File: src/rtl/sample_loader_if.sv
// Operator-entry bus for sample_loader: button/value inputs in, packed X/y matrices and status out.
interface sample_loader_if #(
    parameter int ELEM_WIDTH  = 14,
    parameter int NUM_SAMPLES = 3,
    parameter int CNT_W       = $clog2(NUM_SAMPLES + 1)
);
    logic                                enter;
    logic [ELEM_WIDTH-1:0]               data_in;
    logic                                input_done;
    logic                                clear;
    logic [NUM_SAMPLES*2*ELEM_WIDTH-1:0] x_data;
    logic [NUM_SAMPLES*ELEM_WIDTH-1:0]   y_data;
    logic                                ready;
    logic                                load_done;
    logic                                error;
    logic                                degenerate;
    logic [CNT_W-1:0]                    sample_count;
    logic                                expect_y;

    modport master (
        output enter, data_in, input_done, clear,
        input  x_data, y_data, ready, load_done, error, degenerate, sample_count, expect_y
    );

    modport slave (
        input  enter, data_in, input_done, clear,
        output x_data, y_data, ready, load_done, error, degenerate, sample_count, expect_y
    );
endinterface

File: src/rtl/sample_loader.sv
// Collects operator-entered (x, y) pairs into the packed design matrix X = [x 1] and vector y,
// then pulses load_done to start the downstream transpose.
module sample_loader #(
    parameter int ELEM_WIDTH  = 14,
    parameter int NUM_SAMPLES = 3,
    parameter int MAX_VALUE   = 99,
    parameter int CNT_W       = $clog2(NUM_SAMPLES + 1)
) (
    input  logic            clk,
    input  logic            rst,
    sample_loader_if.slave  bus
);
    localparam int XW = NUM_SAMPLES * 2 * ELEM_WIDTH;
    localparam int YW = NUM_SAMPLES * ELEM_WIDTH;
    localparam logic [ELEM_WIDTH-1:0] MAX_S = ELEM_WIDTH'(MAX_VALUE);
    localparam logic [CNT_W-1:0]      LAST_K = CNT_W'(NUM_SAMPLES - 1);

    typedef enum logic [1:0] {
        COLLECT_X = 2'd0,
        COLLECT_Y = 2'd1,
        DONE      = 2'd2,
        ERROR     = 2'd3
    } state_t;

    state_t            state_q, state_d;
    logic              enter_q, enter_d;
    logic [XW-1:0]     x_q, x_d;
    logic [YW-1:0]     y_q, y_d;
    logic [CNT_W-1:0]  cnt_q, cnt_d;
    logic              ready_q, ready_d;
    logic              load_done_q, load_done_d;
    logic              error_q, error_d;
    logic              degenerate_q, degenerate_d;
    logic              expect_y_q, expect_y_d;
    logic              edge_s;
    logic              over_s;
    logic              last_s;

    // True when every x (even element of X) matches x[0]; a single sample is trivially degenerate.
    function automatic logic all_x_equal(input logic [XW-1:0] xv);
        logic res;
        res = 1'b1;
        for (int i = 1; i < NUM_SAMPLES; i++) begin
            res = res & (xv[2*i*ELEM_WIDTH +: ELEM_WIDTH] == xv[0 +: ELEM_WIDTH]);
        end
        return res;
    endfunction

    // Next-state, datapath capture and registered-output computation.
    always_comb begin
        state_d      = state_q;
        enter_d      = bus.enter;
        x_d          = x_q;
        y_d          = y_q;
        cnt_d        = cnt_q;
        ready_d      = ready_q;
        load_done_d  = 1'b0;
        error_d      = error_q;
        degenerate_d = degenerate_q;
        edge_s       = bus.enter & ~enter_q;
        over_s       = bus.data_in > MAX_S;
        last_s       = (cnt_q == LAST_K);

        if (bus.clear) begin
            state_d      = COLLECT_X;
            x_d          = '0;
            y_d          = '0;
            cnt_d        = '0;
            ready_d      = 1'b0;
            error_d      = 1'b0;
            degenerate_d = 1'b0;
        end else begin
            case (state_q)
                COLLECT_X: begin
                    if (edge_s && over_s) begin
                        state_d = ERROR;
                    end else if (edge_s) begin
                        for (int i = 0; i < NUM_SAMPLES; i++) begin
                            if (cnt_q == CNT_W'(i)) begin
                                x_d[2*i*ELEM_WIDTH +: ELEM_WIDTH]     = bus.data_in;
                                x_d[(2*i+1)*ELEM_WIDTH +: ELEM_WIDTH] = ELEM_WIDTH'(1);
                            end else begin
                                x_d = x_d;
                            end
                        end
                        state_d = bus.input_done ? ERROR : COLLECT_Y;
                    end else if (bus.input_done) begin
                        state_d = ERROR;
                    end else begin
                        state_d = COLLECT_X;
                    end
                end
                COLLECT_Y: begin
                    if (edge_s && over_s) begin
                        state_d = ERROR;
                    end else if (edge_s) begin
                        for (int i = 0; i < NUM_SAMPLES; i++) begin
                            if (cnt_q == CNT_W'(i)) begin
                                y_d[i*ELEM_WIDTH +: ELEM_WIDTH] = bus.data_in;
                            end else begin
                                y_d = y_d;
                            end
                        end
                        cnt_d = cnt_q + CNT_W'(1);
                        // Completing the final y wins over a coincident input_done.
                        if (last_s) begin
                            state_d      = DONE;
                            ready_d      = 1'b1;
                            load_done_d  = 1'b1;
                            degenerate_d = all_x_equal(x_q);
                        end else begin
                            state_d = bus.input_done ? ERROR : COLLECT_X;
                        end
                    end else if (bus.input_done) begin
                        state_d = ERROR;
                    end else begin
                        state_d = COLLECT_Y;
                    end
                end
                DONE: begin
                    state_d = DONE;
                end
                ERROR: begin
                    state_d = ERROR;
                end
                default: begin
                    state_d = ERROR;
                end
            endcase

            if (state_d == ERROR) begin
                error_d = 1'b1;
                ready_d = 1'b0;
            end else begin
                error_d = error_q;
            end
        end

        expect_y_d = (state_d == COLLECT_Y);
    end

    // State and output registers; enter_q resets high so a button held through reset is ignored.
    always_ff @(posedge clk or negedge rst) begin
        if (!rst) begin
            state_q      <= COLLECT_X;
            enter_q      <= 1'b1;
            x_q          <= '0;
            y_q          <= '0;
            cnt_q        <= '0;
            ready_q      <= 1'b0;
            load_done_q  <= 1'b0;
            error_q      <= 1'b0;
            degenerate_q <= 1'b0;
            expect_y_q   <= 1'b0;
        end else begin
            state_q      <= state_d;
            enter_q      <= enter_d;
            x_q          <= x_d;
            y_q          <= y_d;
            cnt_q        <= cnt_d;
            ready_q      <= ready_d;
            load_done_q  <= load_done_d;
            error_q      <= error_d;
            degenerate_q <= degenerate_d;
            expect_y_q   <= expect_y_d;
        end
    end

    assign bus.x_data       = x_q;
    assign bus.y_data       = y_q;
    assign bus.ready        = ready_q;
    assign bus.load_done    = load_done_q;
    assign bus.error        = error_q;
    assign bus.degenerate   = degenerate_q;
    assign bus.sample_count = cnt_q;
    assign bus.expect_y     = expect_y_q;
endmodule

File: src/flat_wrapper.sv
// flat-port wrapper written by rule: the top's interface ports become plain ports
module sample_loader_flat 
#(
    parameter int ELEM_WIDTH  = 14,
    parameter int NUM_SAMPLES = 3,
    parameter int MAX_VALUE   = 99,
    parameter int CNT_W       = $clog2(NUM_SAMPLES + 1)
)
  (clk, rst, bus_enter, bus_data_in, bus_input_done, bus_clear, bus_x_data, bus_y_data, bus_ready, bus_load_done, bus_error, bus_degenerate, bus_sample_count, bus_expect_y);
  sample_loader_if #(.ELEM_WIDTH(ELEM_WIDTH), .NUM_SAMPLES(NUM_SAMPLES), .CNT_W(CNT_W)) bus_i ();
  input  logic clk;
  input  logic rst;
  input wire logic [$bits(bus_i.enter)-1:0] bus_enter;
  input wire logic [$bits(bus_i.data_in)-1:0] bus_data_in;
  input wire logic [$bits(bus_i.input_done)-1:0] bus_input_done;
  input wire logic [$bits(bus_i.clear)-1:0] bus_clear;
  output wire logic [$bits(bus_i.x_data)-1:0] bus_x_data;
  output wire logic [$bits(bus_i.y_data)-1:0] bus_y_data;
  output wire logic [$bits(bus_i.ready)-1:0] bus_ready;
  output wire logic [$bits(bus_i.load_done)-1:0] bus_load_done;
  output wire logic [$bits(bus_i.error)-1:0] bus_error;
  output wire logic [$bits(bus_i.degenerate)-1:0] bus_degenerate;
  output wire logic [$bits(bus_i.sample_count)-1:0] bus_sample_count;
  output wire logic [$bits(bus_i.expect_y)-1:0] bus_expect_y;
  assign bus_i.enter = bus_enter;
  assign bus_i.data_in = bus_data_in;
  assign bus_i.input_done = bus_input_done;
  assign bus_i.clear = bus_clear;
  assign bus_x_data = bus_i.x_data;
  assign bus_y_data = bus_i.y_data;
  assign bus_ready = bus_i.ready;
  assign bus_load_done = bus_i.load_done;
  assign bus_error = bus_i.error;
  assign bus_degenerate = bus_i.degenerate;
  assign bus_sample_count = bus_i.sample_count;
  assign bus_expect_y = bus_i.expect_y;
  sample_loader #(.ELEM_WIDTH(ELEM_WIDTH), .NUM_SAMPLES(NUM_SAMPLES), .MAX_VALUE(MAX_VALUE), .CNT_W(CNT_W)) u_core (.clk(clk), .rst(rst), .bus(bus_i));
endmodule
File: config.mk
export PLATFORM = sky130hd
export DESIGN_NAME = sample_loader_flat
export DESIGN_NICKNAME = d
export VERILOG_FILES = /design/src/rtl/sample_loader_if.sv /design/src/rtl/sample_loader.sv /design/src/flat_wrapper.sv
export SDC_FILE = /design/constraint.sdc
export NUM_CORES = 1
export LEC_CHECK = 0
export CAP_MARGIN = 20
export CORE_UTILIZATION = 35
export DETAILED_ROUTE_END_ITERATION = 10
export GPL_TIMING_DRIVEN = 0
export REMOVE_ABC_BUFFERS = 1
export SETUP_SLACK_MARGIN = 0.02
export SLEW_MARGIN = 20
export SYNTH_ARGS = -nofsm -noshare
export SYNTH_HDL_FRONTEND = slang
export SYNTH_SLANG_ARGS = --single-unit
export TNS_END_PERCENT = 1
File: constraint.sdc
create_clock -name clk -period 2.7 [get_ports clk]
set_clock_uncertainty 0.1 [all_clocks]
set_input_delay 0.27 -clock clk [delete_from_list [all_inputs] [get_ports clk]]
set_output_delay 0.27 -clock clk [all_outputs]
set_load 0.01 [all_outputs]
==> summary.txt, run 1 <==
Clock tree
  – Max clock buf depth: 2
  – CTS clk-pin slew, worst paths: roughly 0.060 ns
  – Num CTS Buffers: 9
  – Clock tree from TritonCTS: yes
  – CTS sink count: 97
  – Clock root cell: clkbuf_16
  – Worst-Skew Late Latency: around 0.34 ns
  – CTS H-tree depth: 3

Logic synthesis
  – Ys async rst share: 100%
  – Commonest cells in the netlist: dfrtp_1, nand3_1, a21oi_1
  – Synthesis warning total: 0
  – Cell accounting for the most synthesized area: dfrtp_1
  – Top-count cell post-synth: dfrtp_1
  – Cells after synthesis: 432
  – Synthesized area: 0.00452 mm^2
  – Syn Area/Cell: ~10 um^2
  – Register area share after synthesis: 53.7%
  – Post-synth cell types: 44
  – Number of flops mapped to enable cells by yosys: 0
  – Area share of the largest cell type after synthesis: 53.1%
  – Synthesis-stage register bit count: 97
  – Top_reg_cell synth: dfrtp_1
  – Area contributors post-synth: dfrtp_1, buf_4, nor3b_1, nand3_1, a21oi_1

Finish
  – Finished Layout Cells: 700
  – Nets: ~550
  – Layout cells sized above 1: 5.30%
  – Util after Layout: a little under half
  – # diodes: 0
  – Fillers: 1208
  – Layout area overhead: 30.6%

Setup path
  – Critical path depth in cells: 5
  – Worst Reg2Reg Path Length in Cells: 5
  – Critical path peak fanout: 50
  – Crit path DAT: 2.58 ns
  – Element type at the critical path start: input pin
  – CP delay by family, top: simple AND/OR/NAND/NOR gates
  – Slowest cell on the critical path: and3_4
  – Worst flop-to-flop path startpoint: u_core.bus.sample_count[0]$_DFFE_PN0P_
  – Critical Path Source: bus_data_in[2]
  – Crit Path Class: in2reg
  – Crit. End Element: flop
  – CP required: 2.80 ns
  – Critical path, cell by cell: clkdlybuf4s50_1 > o311ai_4 > and3_4 > and2_1 > nor3b_1
  – CP peak stage delay: 0.62 ns
  – Worst Path Buf+Inv: 1

STA
  – Least-Margin Pin Slew: 0.701 ns
  – Final period util: 91.6%
  – Max Freq: 404 MHz
  – RSZ-0062 raised after global routing: false
  – Post-layout minimum cycle time: 2.47 ns
  – Final worst slack: 0.227 ns
  – Slew margin rel.: 53.1%
  – # setup viols final: 0
  – Pins Over Slew Limit: 0
  – Setup TNS: 0 ns
  – Final hold vios: 0

Place
  – Dpl cells: 683
  – DP Wirelength: 7890 um
  – GP Congestion: 0.764
  – Post-place setup slack: -0.379 ns
  – Buffers added on ports: 112

Floorplan
  – Core Area: between 0.01 and 0.015 mm^2
  – DIE AREA: 0.0134 mm^2
  – Die Y: ~120 um
  – Ports: 152
  – Cell Rows: slightly above 40
  – Initial Util: 35.8%
  – Die W: around 120 um

Drt
  – Total number of vias: ~3600
  – Number of antenna-violating nets in the routed design: 0
  – Routed length per placed instance: 17.1 um
  – TritonRoute pass-1 iters: 5
  – Iteration-0 DRC Markers: ~190
  – DRC: 0
  – Final wirelength: 12000 um
  – Via density: just over 5

Global routing
  – Initial antenna violation count: 0
  – First-pass GRT wire length: 18900 um
  – GRT Resource Usage Total: 19.0%
  – Vias in the first global route: approximately 3500
  – Total gr overflow: 0
  – Largest net degree at the start of global routing: slightly above 70

Job
  – Max-Cap Viols: 0

Run status
  – Outcome: finished clean

Pwr
  – Leak Pwr: 2.46 nW
  – Design Power: roughly 3.0 mW
  – Peak supply drop: 286 uV
  – Power Dens Cells: 502 mW/mm^2

Min path
  – Hold Path Depth: 2
  – Hold crit path type: in2reg
  – Worst Hold Launch: bus_clear
placed cells by master (no fill, tap or decap), drive strengths merged, types with 2 or more instances in the layout:
master	count
or3	9
nor3	4
o21ai	44
dfrtp	96
o211ai	2
nand2	4
ha	3
conb	39
nand4	7
a22oi	3
clkdlybuf4s50	110
and3	4
clkbuf	14
o21a	3
nand3	52
buf	4
xnor2	4
nor3b	37
xor2	2
a21oi	45
and3b	3
inv	4
and2	13
nor2	4
o2111ai	2
registers in the layout, summed over array words and instances (netlist names):
name / flops
u_core.bus.ready: 1
u_core.bus.load_done: 1
u_core.bus.x_data: 45
u_core.enter_q: 1
u_core.bus.y_data: 42
u_core.bus.degenerate: 1
u_core.state_q: 2
u_core.bus.error: 1
u_core.bus.sample_count: 2
u_core.bus.expect_y: 1
worst paths after layout:
check / to / slack [ns]
min in group asynchronous: u_core.bus.y_data[21]$_DFFE_PN0P_ / 0.31
max in group asynchronous: u_core.bus.x_data[64]$_DFFE_PN0P_ / 1.58
hold reg to reg: u_core.bus.y_data[35]$_DFFE_PN0P_ / 0.38
setup / recovery: u_core.bus.x_data[7]$_DFFE_PN0P_ / 0.23
hold / removal: u_core.bus.y_data[6]$_DFFE_PN0P_ / 0.15
setup reg to reg: u_core.bus.degenerate$_DFFE_PN0P_ / 0.29
cell families after synthesis:
| family | count (synthesis) | share of synthesized area [%] |
|---|---|---|
| AOI/OAI and AO/OA | 108 | 14.2 |
| buffers and inverters | 77 | 10.8 |
| and+or+nand+nor | 140 | 19.3 |
| adders and majority gates | 3 | 0.830 |
| other | 1 | 0.0829 |
| DFF | 97 | 53.7 |
| xor gates and xnor gates | 6 | 1.16 |
metal layers:
metal	routed length [um]	global-route usage (%)	vias up
met5	0	0	-
met4	154	9.23	0
met3	605	3.56	11
met2	5910	30.9	136
met1	5290	24.4	1799
li1	-	-	1639
repair_timing:
| item | CTS | global route |
|---|---|---|
| setup endpoints to repair | 1 | 0 |
| setup buffers | 0 | 0 |
| endpoints found under the hold margin | 44 | 0 |
| hold buffers | 1 | 0 |
| resized for setup | 1 | 0 |
layout make-up:
class	instances	area, um^2	share of cell area (%)
Clock buffer	14	274	4.64
Clock inverter	2	35.0	0.593
Inverter	4	15.0	0.254
Multi-Input combinational cell	296	1750	29.7
Sequential cell	97	2430	41.1
Tap cell	172	215	3.64
Timing Repair Buffer	115	1180	20.1
power breakdown:
group,internal (mW),switching (mW)
registers,1.46,0.00721
logic,0.0530,0.123
clock network,0.794,0.531
total,2.31,0.661
metrics by stage:
step / hold slack [ns] / cell area [um^2]
after floorplan: -0.126 / 4190
after global placement: 0.370 / 5530
after detailed placement: 0.137 / 5580
after CTS: 0.140 / 5910
after global routing: 0.156 / 5910
final: 0.152 / 5910
Power figures use the tool's default switching activity.
==> run 2: changes to the inputs <==
PLACE_DENSITY = 0.63   (was not set)
==> summary.txt, run 2 (synthesized netlist as in run 1, its figures left out) <==
Setup path
  – Critical path peak fanout: 50
  – Element type at the critical path start: input pin
  – Crit Path Class: in2reg
  – Critical Path Source: bus_data_in[2]
  – CP endpoint: u_core.bus.x_data[38]$_DFFE_PN0P_
  – Crit path DAT: 2.59 ns
  – CP required: 2.79 ns
  – R2r setup slk: about 0.44 ns
  – Worst Reg2Reg Path Length in Cells: 5
  – Worst flop-to-flop path startpoint: u_core.bus.sample_count[0]$_DFFE_PN0P_
  – Crit. End Element: flop
  – R2R Path End: u_core.bus.x_data[64]$_DFFE_PN0P_

STA
  – Worst hold slack: 0.272 ns
  – Final period util: 92.6%
  – Least-Margin Pin Slew: 0.715 ns
  – Max Freq: 400 MHz
  – # setup viols final: 0
  – Setup TNS: 0 ns
  – Pins Over Slew Limit: 0
  – RSZ-0062 raised after global routing: false
  – Post-layout minimum cycle time: 2.50 ns
  – Final hold vios: 0
  – Slew margin rel.: 52.2%

Global routing
  – Vias in the first global route: 3508
  – First-pass GRT wire length: ~19000 um
  – Total gr overflow: 0
  – Initial antenna violation count: 0
  – Largest net degree at the start of global routing: 71
  – GRT Resource Usage Total: between 10% and 20%

Drt
  – TritonRoute pass-1 iters: 4
  – Final wirelength: 11700 um
  – DRC: 0
  – Number of antenna-violating nets in the routed design: 0
  – Routed length per placed instance: 16.7 um
  – Iteration-0 DRC Markers: 168
  – Via density: 5.05
  – Total number of vias: between 3000 and 4000

Clock tree
  – Clock tree from TritonCTS: yes
  – CTS clk-pin slew, worst paths: 0.06 ns
  – CTS sink count: 97
  – CTS H-tree depth: 3
  – Num CTS Buffers: 9
  – Clock root cell: clkbuf_16
  – Max clock buf depth: 2
  – Worst-Skew Late Latency: 0.33 ns

Finish
  – Nets: 545
  – Max reg flops: 45
  – Area of the multi-input gates: 0.00176 mm^2
  – # diodes: 0
  – Most frequent cells in the layout: clkdlybuf4s50_1, dfrtp_1, nand3_1
  – Fillers: 1228
  – Most common cell after layout, fill and taps aside: clkdlybuf4s50_1
  – Finished Layout Cells: 700
  – Layout area overhead: 31.4%
  – Layout cells sized above 1: approximately 5.7%
  – FF/Latch Area: 0.00243 mm^2

Floorplan
  – Die Y: roughly 120 um
  – Core Area: 0.0126 mm^2
  – DIE AREA: 0.0134 mm^2
  – Ports: about 150
  – Cell Rows: 41
  – Initial Util: 35.8%
  – Die W: 116 um

Job
  – Max-Cap Viols: 0

Min path
  – Hold crit path type: in2async

Place
  – DP Wirelength: 7900 um
  – Buffers added on ports: around 110
  – GP Congestion: approximately 0.78
  – Dpl cells: 683

Pwr
  – Leak Pwr: 2.47 nW
  – Power Dens Cells: between 500 and 600 mW/mm^2
  – Peak supply drop: ~310 uV

Run status
  – Outcome: finished clean
[run 2: cell types whose count changed in the layout (fill, tap and decap cells not counted), sizes merged]
cell	before	now
clkbuf	14	11
bufinv	1	3
clkinvlp	0	1
[run 2: metal layers]
metal  vias up  global-route usage [%]  routed length [um]
met3        10                    3.87                 645
met4         0                    5.90                 120
li1       1637                       -                   -
met5         -                       0                   0
met1      1767                    25.4                5350
met2       124                    29.7                5560
[run 2: how the worst min path moves through the flow]
stage | start | to | slack, ns | depth (start not counted)
CTS | rst | u_core.bus.x_data[41]$_DFFE_PN0P_ | 0.28 | 2
detailed placement | rst | u_core.bus.x_data[36]$_DFFE_PN0P_ | 0.06 | 1
floorplan | rst | u_core.bus.degenerate$_DFFE_PN0P_ | -0.13 | 0
global route | rst | u_core.bus.x_data[64]$_DFFE_PN0P_ | 0.30 | 2
finish | rst | u_core.bus.x_data[36]$_DFFE_PN0P_ | 0.27 | 2
global placement | u_core.bus.y_data[36]$_DFFE_PN0P_ | u_core.bus.y_data[36]$_DFFE_PN0P_ | 0.37 | 1
[run 2: timing repair]
action / in CTS / in global routing
buffers inserted: 0 / 0
hold buffers: 1 / 0
gates cloned: 0 / 0
pin swaps: 0 / 0
hold endpoints to repair: 27 / 0
resized for setup: 1 / 1
setup endpoints to repair: 1 / 2
[run 2: worst max-delay path, stage by stage]
cell,delay [ns]
clkdlybuf4s50_1,0.62
o311ai_4,0.47
and3_4,0.61
and2_1,0.49
nor3b_1,0.11
[run 2: cell type report]
cell class              instances  share of cell area [%]
repair buffers                115                    19.8
inverters                       4                   0.253
clock inverters                 5                    1.73
multi-input cells             296                    29.6
clock buffers                  11                    4.09
flip-flops and latches         97                    40.9
well taps                     172                    3.62
[run 2: per-stage QoR]
step,power (mW),instance area [um^2],worst slack (ns),utilization (%)
after floorplan,1.55,4190,0.839,-
after global placement,1.66,5530,-2.33,43.8
after detailed placement,1.67,5580,-0.354,44.2
after CTS,3.15,5940,0.217,47.0
after global routing,3.24,5940,0.0799,47.1
final,3.11,5940,0.201,47.1
[run 2: report_power, final]
| part | internal [mW] | leakage [nW] | total [mW] | switching [mW] |
|---|---|---|---|---|
| Combinational | 0.0519 | 0.956 | 0.176 | 0.124 |
| Clock | 0.930 | 0.166 | 1.47 | 0.542 |
| Sequential | 1.46 | 1.35 | 1.47 | 0.00676 |
==> run 3: changes to the inputs <==
CTS_CLUSTER_DIAMETER = 60   (was not set)
==> results of run 3 <==
The final DEF is identical to that of run 2; final timing and power are the same.
